===== src/rtl/lc4_divider_iter_pkg.sv =====
// Shared definitions for the LC4 iterative divider.
//   - FSM state encodings (kept as plain 2-bit constants for legacy compatibility)
//   - Datapath width / iteration count
//   - Divide-by-zero result values
//   - Helper to rebuild the carry-out of the trial subtract from cla16's sum bit
package lc4_divider_iter_pkg;

    localparam int unsigned DIV_W     = 16;
    localparam int unsigned DIV_ITERS = 16;

    localparam logic [1:0] DIV_IDLE = 2'd0;
    localparam logic [1:0] DIV_RUN  = 2'd1;
    localparam logic [1:0] DIV_DONE = 2'd2;

    localparam logic [DIV_W-1:0] DIV_ZERO_Q = 16'h0000;
    localparam logic [DIV_W-1:0] DIV_ZERO_R = 16'h0000;

    // cla16 exposes only the sum. The carry into bit 15 is recovered as
    // sum15 ^ a15 ^ b15, then the carry out is g15 | p15 & c15.
    function automatic logic sub_carry_out(input logic a15, input logic b15, input logic sum15);
        logic c15;
        c15 = sum15 ^ a15 ^ b15;
        return (a15 & b15) | ((a15 | b15) & c15);
    endfunction

endpackage


===== src/rtl/cla16.sv =====
// 16-bit carry-lookahead adder (existing block, used unmodified).
//   a, b : 16-bit addends
//   cin  : carry in
//   sum  : a + b + cin (carry out not exposed)
// Four 4-bit groups; group generate/propagate give the group carries, bits ripple
// inside each group.
module cla16 (
    input  logic [15:0] a,
    input  logic [15:0] b,
    input  logic        cin,
    output logic [15:0] sum
);

    logic [15:0] g;
    logic [15:0] p;
    logic [15:0] c;
    logic [2:0]  gg;
    logic [2:0]  gp;
    logic [3:0]  gc;

    assign g = a & b;
    assign p = a ^ b;

    always_comb begin
        gg = '0;
        gp = '0;
        gc = '0;
        c  = '0;
        gc[0] = cin;
        // Only the lower three groups feed a further group carry.
        for (int j = 0; j < 3; j++) begin
            gg[j] = 1'b0;
            gp[j] = 1'b1;
            for (int i = 0; i < 4; i++) begin
                gg[j] = g[4*j+i] | (p[4*j+i] & gg[j]);
                gp[j] = gp[j] & p[4*j+i];
            end
            gc[j+1] = gg[j] | (gp[j] & gc[j]);
        end
        for (int j = 0; j < 4; j++) begin
            c[4*j] = gc[j];
            for (int i = 1; i < 4; i++) begin
                c[4*j+i] = g[4*j+i-1] | (p[4*j+i-1] & c[4*j+i-1]);
            end
        end
    end

    assign sum = p ^ c;

endmodule


===== src/rtl/lc4_divider_iter.sv =====
// Multi-cycle unsigned 16-bit restoring divider for the LC4 ALU DIV/MOD ops.
// One quotient bit per clock; the trial subtract uses a single cla16 (a + ~b + 1).
// Ports:
//   clk, rst      : clock, asynchronous active-high reset
//   i_start       : request, operands sampled when accepted in IDLE
//   i_dividend    : unsigned dividend
//   i_divisor     : unsigned divisor
//   i_flush       : synchronous abort; wins over i_start
//   o_busy        : high in RUN and DONE
//   o_valid       : one-cycle result pulse (the DONE state)
//   o_quotient    : registered quotient, held until the next completion
//   o_remainder   : registered remainder, held until the next completion
module lc4_divider_iter
    import lc4_divider_iter_pkg::*;
#(
    parameter int unsigned W = 16
) (
    input  logic         clk,
    input  logic         rst,
    input  logic         i_start,
    input  logic [W-1:0] i_dividend,
    input  logic [W-1:0] i_divisor,
    input  logic         i_flush,
    output logic         o_busy,
    output logic         o_valid,
    output logic [W-1:0] o_quotient,
    output logic [W-1:0] o_remainder
);

    if (W != DIV_W) begin : g_bad_width
        $error("lc4_divider_iter: only W=16 is supported (cla16 subtractor)");
    end

    logic [1:0]   state_q, state_d;
    logic [3:0]   count_q;
    logic [W-1:0] rem_q, quo_q, dvd_q, dvs_q;

    logic [W-1:0] s, dvs_n, diff, rem_next, quo_next;
    logic         ge, accept, last_iter;

    // Shift the next dividend bit into the partial remainder; rem_q[15] is the
    // 17th bit of that shifted value and forces ge when set.
    assign s     = {rem_q[W-2:0], dvd_q[W-1]};
    assign dvs_n = ~dvs_q;

    cla16 u_sub (
        .a   (s),
        .b   (dvs_n),
        .cin (1'b1),
        .sum (diff)
    );

    assign ge       = rem_q[W-1] | sub_carry_out(s[W-1], dvs_n[W-1], diff[W-1]);
    assign rem_next = ge ? diff : s;
    assign quo_next = {quo_q[W-2:0], ge};

    assign accept    = (state_q == DIV_IDLE) && i_start && !i_flush;
    assign last_iter = (state_q == DIV_RUN) && (count_q == 4'(DIV_ITERS - 1));

    always_comb begin
        state_d = state_q;
        unique case (state_q)
            DIV_IDLE: if (accept) state_d = DIV_RUN;
            DIV_RUN: begin
                if (i_flush)        state_d = DIV_IDLE;
                else if (last_iter) state_d = DIV_DONE;
            end
            DIV_DONE: state_d = DIV_IDLE;
            default:  state_d = DIV_IDLE;
        endcase
    end

    always_ff @(posedge clk or posedge rst) begin
        if (rst) begin
            state_q     <= DIV_IDLE;
            count_q     <= '0;
            rem_q       <= '0;
            quo_q       <= '0;
            dvd_q       <= '0;
            dvs_q       <= '0;
            o_quotient  <= '0;
            o_remainder <= '0;
        end else begin
            state_q <= state_d;
            if (accept) begin
                dvd_q   <= i_dividend;
                dvs_q   <= i_divisor;
                rem_q   <= '0;
                quo_q   <= '0;
                count_q <= '0;
            end else if (state_q == DIV_RUN && !i_flush) begin
                rem_q   <= rem_next;
                quo_q   <= quo_next;
                dvd_q   <= {dvd_q[W-2:0], 1'b0};
                count_q <= count_q + 4'd1;
                if (last_iter) begin
                    // Divide by zero still runs the full latency, then reports 0/0.
                    o_quotient  <= (dvs_q == '0) ? DIV_ZERO_Q : quo_next;
                    o_remainder <= (dvs_q == '0) ? DIV_ZERO_R : rem_next;
                end
            end
        end
    end

    // DONE is only entered without a flush, so the state decode is the valid pulse.
    assign o_busy  = (state_q != DIV_IDLE);
    assign o_valid = (state_q == DIV_DONE);

endmodule


===== config.mk =====
export PLATFORM = sky130hd
export DESIGN_NAME = lc4_divider_iter
export DESIGN_NICKNAME = d
export VERILOG_FILES = /design/src/rtl/lc4_divider_iter_pkg.sv /design/src/rtl/cla16.sv /design/src/rtl/lc4_divider_iter.sv
export SDC_FILE = /design/constraint.sdc
export NUM_CORES = 1
export LEC_CHECK = 0
export BUFFER_PORTS_ARGS = -buffer_cell sky130_fd_sc_hd__buf_2
export CAP_MARGIN = 10
export CORE_UTILIZATION = 59
export CTS_BUF_LIST = sky130_fd_sc_hd__clkbuf_2
export CTS_CLUSTER_SIZE = 12
export DETAILED_ROUTE_END_ITERATION = 8
export PLACE_DENSITY = 0.8
export SETUP_SLACK_MARGIN = 0.3
export SYNTH_ARGS = -nofsm -noshare
export SYNTH_HDL_FRONTEND = slang
export SYNTH_SLANG_ARGS = --single-unit

===== constraint.sdc =====
create_clock -name clk -period 3.67 [get_ports clk]
set_input_delay 0.367 -clock clk [delete_from_list [all_inputs] [get_ports clk]]
set_output_delay 0.367 -clock clk [all_outputs]
set_load 0.005 [all_outputs]

=== After elaboration in Yosys (flattened, before gate mapping) ===
Cells that the tools add are included.

* Register bits: 101
* Input bits: 36
* Output and inout bits: 34
* Logic and storage cells: 107

* $add $sub $neg: 1
* Equality and inequality tests: 5
* Multiplexer cells: 15
* Bitwise operators: 67
* Reductions and logical operators: 11

{| class="wikitable"
|+ Operator list
! kind !! number
|-
| $mux W16 || 7
|-
| $and A1 B1 Y1 || 33
|-
| $xor A16 B16 Y16 || 2
|-
| $mux W15 || 2
|-
| $or A1 B1 Y1 || 27
|-
| $logic_not A16 Y1 || 1
|-
| $not A16 Y16 || 1
|-
| $and A15 B15 Y15 || 1
|-
| $mux W4 || 2
|-
| $mux W2 || 3
|-
| $add A4 B1 Y4 const B || 1
|-
| $eq A4 B4 Y1 const B || 1
|-
| $logic_and A1 B1 Y1 || 4
|-
| $pmux W2 S2 || 1
|-
| $reduce_bool A2 Y1 || 2
|-
| $ne A3 B3 Y1 const B || 1
|-
| $reduce_and A3 Y1 || 1
|-
| $eq A2 B1 Y1 const B || 1
|-
| $eq A2 B2 Y1 const B || 1
|-
| $logic_not A2 Y1 || 1
|-
| $ne A2 B2 Y1 const B || 1
|-
| $reduce_and A2 Y1 || 1
|-
| $xor A1 B1 Y1 || 2
|-
| $logic_not A1 Y1 || 1
|-
| $not A1 Y1 || 1
|}

=== Longest topological paths before layout ===
* Depth after elaboration: 28
* Mapped depth: 16
* Gate-level depth less buffers: 15

=== Modules after synthesis ===
Synthesis repeated with hierarchy kept, for this count alone.

* Cells, all modules: 505
* Area, all modules: 5,052.3 um2

{| class="wikitable"
|+ By module, submodules not included
! module !! instances !! cells each !! area an instance (um2) !! seq. area each (um2)
|-
| lc4_divider_iter || 1 || 451 || 4,474.3 || 2,527.4
|-
| cla16 || 1 || 54 || 578.1 || 0.0
|}

=== Worst setup path after synthesis ===
OpenSTA, ideal clock, no wires.

* Path kind: reg2reg
* Start: register rem_q[1]
* End: register rem_q[0]
* Setup time: 0.133 ns
* Arrival: 3.254 ns
* Data required time: 3.537 ns
* Path slack: 0.283 ns
* Stages on the path, launching flop included: 15
* Path through: dfrtp_1 -> ha_1 -> o21a_1 -> o2bb2ai_1 -> o21ai_0 -> nand4_1 -> a21oi_1 -> fa_1 -> fa_1 -> fa_1 -> a21boi_0 -> o21bai_1 -> clkbuf_1 -> o21ai_0 -> o21ai_0

* Longest elaborated chain between the ends: 25
* Elaborated cells between the ends (all ways): 28
* Those cells by class: mux: 3; bitwise: 25

{| class="wikitable"
|+ Ends and longest elaborated chain
! what !! line !! RTL
|-
| start, declared || lc4_divider_iter.sv:36 || <nowiki>logic [W-1:0] rem_q, quo_q, dvd_q, dvs_q;</nowiki>
|-
| start signal, assigned || lc4_divider_iter.sv:92 || <nowiki>rem_q <= rem_next;</nowiki>
|-
| $xor A16 B16 Y16 || cla16.sv:22 || <nowiki>assign p = a ^ b;</nowiki>
|-
| $and A1 B1 Y1 || cla16.sv:35 || <nowiki>gg[j] = g[4*j+i] | (p[4*j+i] & gg[j]);</nowiki>
|-
| $or A1 B1 Y1 || cla16.sv:35 ||
|-
| $and A1 B1 Y1 || cla16.sv:35 ||
|-
| $or A1 B1 Y1 || cla16.sv:35 ||
|-
| $or A1 B1 Y1 (*) || cla16.sv:38 || <nowiki>gc[j+1] = gg[j] | (gp[j] & gc[j]);</nowiki>
|-
| $and A1 B1 Y1 (*) || cla16.sv:38 ||
|-
| $or A1 B1 Y1 (*) || cla16.sv:38 ||
|-
| [8 not listed] || - ||
|-
| $xor A16 B16 Y16 (*) || cla16.sv:48 || <nowiki>assign sum = p ^ c;</nowiki>
|-
| $xor A1 B1 Y1 (*) (2 in a row) || lc4_divider_iter_pkg.sv:22 || <nowiki>c15 = sum15 ^ a15 ^ b15;</nowiki>
|-
| $and A1 B1 Y1 (*) || lc4_divider_iter_pkg.sv:23 || <nowiki>return (a15 & b15) | ((a15 | b15) & c15);</nowiki>
|-
| $or A1 B1 Y1 (*) || lc4_divider_iter_pkg.sv:23 ||
|-
| $or A1 B1 Y1 (*) || lc4_divider_iter.sv:53 || <nowiki>assign ge = rem_q[W-1] | sub_carry_out(s[W-1], dvs_n[W-1], diff[W-1]);</nowiki>
|-
| $mux W16 (*) || lc4_divider_iter.sv:54 || <nowiki>assign rem_next = ge ? diff : s;</nowiki>
|-
| $mux W16 (*) || lc4_divider_iter.sv:91 || <nowiki>end else if (state_q == DIV_RUN && !i_flush) begin</nowiki>
|-
| $mux W16 (*) || lc4_divider_iter.sv:85 || <nowiki>if (accept) begin</nowiki>
|}

Every way passes the cells marked *; elsewhere a longest branch is shown, timed or not. The select of a mux whose other input is x is not followed.
A chain may end at the register's enable or synchronous reset.

=== Final worst setup path ===
* Start: register rem_q[1]
* End: register rem_q[5]

* Longest elaborated chain between the ends: 25
* Elaborated cells between the ends (all ways): 30
* Those cells by class: mux: 3; bitwise: 27

{| class="wikitable"
|+ Ends and longest elaborated chain
! what !! line
|-
| $xor A16 B16 Y16 || cla16.sv:22
|-
| $and A1 B1 Y1 || cla16.sv:35
|-
| $or A1 B1 Y1 || cla16.sv:35
|-
| $and A1 B1 Y1 || cla16.sv:35
|-
| $or A1 B1 Y1 || cla16.sv:35
|-
| $or A1 B1 Y1 (*) || cla16.sv:38
|-
| $and A1 B1 Y1 || cla16.sv:38
|-
| $or A1 B1 Y1 || cla16.sv:38
|-
| [8 not listed] || -
|-
| $xor A16 B16 Y16 (*) || cla16.sv:48
|-
| $xor A1 B1 Y1 (2 in a row) || lc4_divider_iter_pkg.sv:22
|-
| $and A1 B1 Y1 || lc4_divider_iter_pkg.sv:23
|-
| $or A1 B1 Y1 || lc4_divider_iter_pkg.sv:23
|-
| $or A1 B1 Y1 || lc4_divider_iter.sv:53
|-
| $mux W16 (*) || lc4_divider_iter.sv:54
|-
| $mux W16 (*) || lc4_divider_iter.sv:91
|-
| $mux W16 (*) || lc4_divider_iter.sv:85
|}

Marked as above.

==> run_results.csv <==
group,metric,value,unit
placement,io_buffers,69,
floorplan,num_rows,31,
clock_network,clk_pin_slew,0.33,ns
final_layout,layout_common_cells,"nand2_1 (99), dfrtp_1 (99), buf_2 (69)",
clock_network,cts_tree,"built",
logic_synthesis,ys_ff_latch,101,
clock_network,clockRootBuffer,"clkbuf_2",
detailed_routing,via_per_inst,5.64,
timing,slew_viol_final,0,
clock_network,clock_sinks,101,
final_layout,fin_area,0.00595,sq mm
grt,grt_util_all_layers,28.5,%
clock_network,cts-buffers-inserted,9,
logic_synthesis,synth.distinct_cells,37,
detailed_routing,drt_pass1_iterations,5,
timing,hold_violations,0,
detailed_routing,drc,0,
logic_synthesis,yosysSeqAreaShare,54.7,%
timing,slew_headroom,55.9,%
grt,antenna_found_initial,0,
detailed_routing,drt-total-wl,11.6,mm
final_layout,fillers,437,
grt,overflow,0,
timing,fin_crit,3.41,ns
critical_path,path_class,"register to register",
flow_run,cap_violations,0,
critical_path,cp.arrival,3.94,ns
power,power,2.61,mW
logic_synthesis,netlist_area,0.00462,sq mm
critical_path,crit_path_end_kind,"register",
logic_synthesis,syn_nets,503,
clock_network,clock_latency,0.61,ns
clock_network,htree_levels,3,
detailed_routing,wire_per_inst,17.3,microns
timing,fin_worst_skew,0.0477,ns
final_layout,utilization,80.3,%
timing,final.setup.tns,0,ns
placement,place_area,0.00515,sq mm
floorplan,die_y,90.5,microns
detailed_routing,first_iter_violations,278,
power,vdd_drop_max,0.000309,V
logic_synthesis,ys_warn_count,0,
placement,gp_congestion,0.901,
floorplan,start_util,62.4,%
timing,finalSetupViolCount,0,
timing,whs,0.236,ns
power,p_leak,2.82,nW
grt,grt_max_degree,48,
timing,rsz0062_at_grt,"true",
detailed_routing,route.antenna.remaining_nets,0,
logic_synthesis,synth_edf_count,0,
final_layout,antenna_cells,0,
timing,fin_crit_sh,92.9,%
power,p_per_area,439,mW/mm^2
logic_synthesis,synthArstFlopShare,100,%
hold_path,min_path_type,"input port to async pin",
critical_path,cp.required,4.20,ns
floorplan,die_w,90.5,microns
floorplan,core,0.00741,sq mm
final_layout,syn2layout_area_growth,28.6,%
critical_path,critPathMaxFanout,6,
detailed_routing,vias,3781,
placement,place_hpwl,6.83,mm
logic_synthesis,ys.flop_type,"dfrtp_1",
clock_network,cts.path.max_buffers,2,
floorplan,io_pins,70,
status,status,"complete, no violations",
floorplan,die_area,0.00820,sq mm
timing,worst_pin_slew,0.662,ns
grt,grt_pass1_wl,18.0,mm
timing,max_freq,293,MHz
final_layout,layout-drive-gt1-share,28.9,%
logic_synthesis,synthCells,442,
final_layout,final_nets,627,
grt,grt_pass1_vias,3676,
logic_synthesis,avgSynthCellArea,10.5,sq um
critical_path,cp-start-kind,"register",
-- registers in the layout, summed over array words and instances (netlist names) --
register     count
dvd_q           16
dvs_q           16
o_quotient      16
o_remainder     16
rem_q           16
quo_q           15
count_q          4
state_q          2
-- stage by stage --
stage	instances	worst slack (ns)
floorplan	442	0.334
global placement	605	0.0795
detailed placement	605	0.00682
CTS	667	0.307
global route	670	0.111
finish	670	0.260
-- cells in the mapped netlist, types with 2 or more instances --
cell,instances,area share [%]
a21o_1,2,0.32
a21oi_1,19,2.1
a22o_1,19,3.6
buf_2,7,0.76
buf_4,2,0.32
buf_6,2,0.49
clkbuf_1,15,1.2
dfrtp_1,101,55
fa_1,11,4.8
ha_1,14,3.8
inv_1,19,1.5
mux2i_1,24,5.2
nand2_1,99,8.0
nand4_1,4,0.54
nor2_1,8,0.65
nor4_1,4,0.54
o21a_1,2,0.32
o21ai_0,57,6.2
o21ai_1,10,1.1
xnor2_1,4,0.76
xor2_1,3,0.57
-- routing by layer --
metal  routed length [microns]  GRT usage, %
met3                       575          4.88
met5                         0             0
met2                      5750          46.5
met1                      5000          38.3
met4                       234          10.9
-- cell families (layout without fill, tap and decap cells) --
logic type                 after synthesis  count (layout)  share of synthesized area (%)
AOI/OAI and AO/OA                      114             114                           14.4
adders and majority gates               25              25                           8.55
and+or+nand+nor                        124             124                           11.2
buffers and inverters                   46             175                           4.44
muxes                                   25              25                           5.44
xor gates and xnor gates                 7               7                           1.33
DFF                                    101             101                           54.7
-- power by group --
group | internal, mW | total [mW] | switching, mW
Clock | 0.124 | 0.557 | 0.433
Combinational | 0.357 | 0.745 | 0.388
Sequential | 1.22 | 1.31 | 0.0834
-- path summary, 6_finish.rpt --
| path | end | slack [ns] | from | depth (start not counted) |
|---|---|---|---|---|
| hold / removal | count_q[3] | 0.24 | rst | 3 |
| hold reg to reg | o_remainder[15] | 0.53 | o_remainder[15] | 2 |
| setup / recovery | rem_q[5] | 0.26 | rem_q[1] | 15 |
| max in group asynchronous | dvd_q[11] | 2.54 | rst | 4 |
| setup reg to reg | rem_q[5] | 0.26 | rem_q[1] | 15 |
| min in group clk | quo_q[9] | 0.29 | i_flush | 4 |
-- worst max-delay path, cell delays in order (launching register included) --
cell and delay (ns):
dfrtp_1 0.46, ha_1 0.30, o21a_1 0.18, o2bb2ai_2 0.18, o21ai_2 0.08, nand4_1 0.09
a21oi_2 0.08, fa_2 0.35, fa_2 0.35, fa_2 0.37, buf_6 0.14, nor2_4 0.09
o21bai_4 0.11, buf_4 0.18, mux2i_2 0.16, o21ai_0 0.22
-- repair_timing --
action,4_1_cts,5_1_grt
pin swaps,12,11
gates resized for setup,35,32
endpoints found under the setup margin,34,33
hold endpoints to repair,62,0
setup buffers,13,3
hold buffers,33,0
-- area by class of cell --
type                            instances  area, sq um  area share [%]
Clock buffer                            9         45.0           0.758
Clock inverter                          7         83.8            1.41
Inverter                               20         78.8            1.33
Multi-Input combinational cell        295         2110            35.4
Sequential cell                       101         2530            42.6
Tap cell                               99          124            2.08
Timing Repair Buffer                  139          977            16.4
Note: power is estimated with default switching activity, not from simulation.
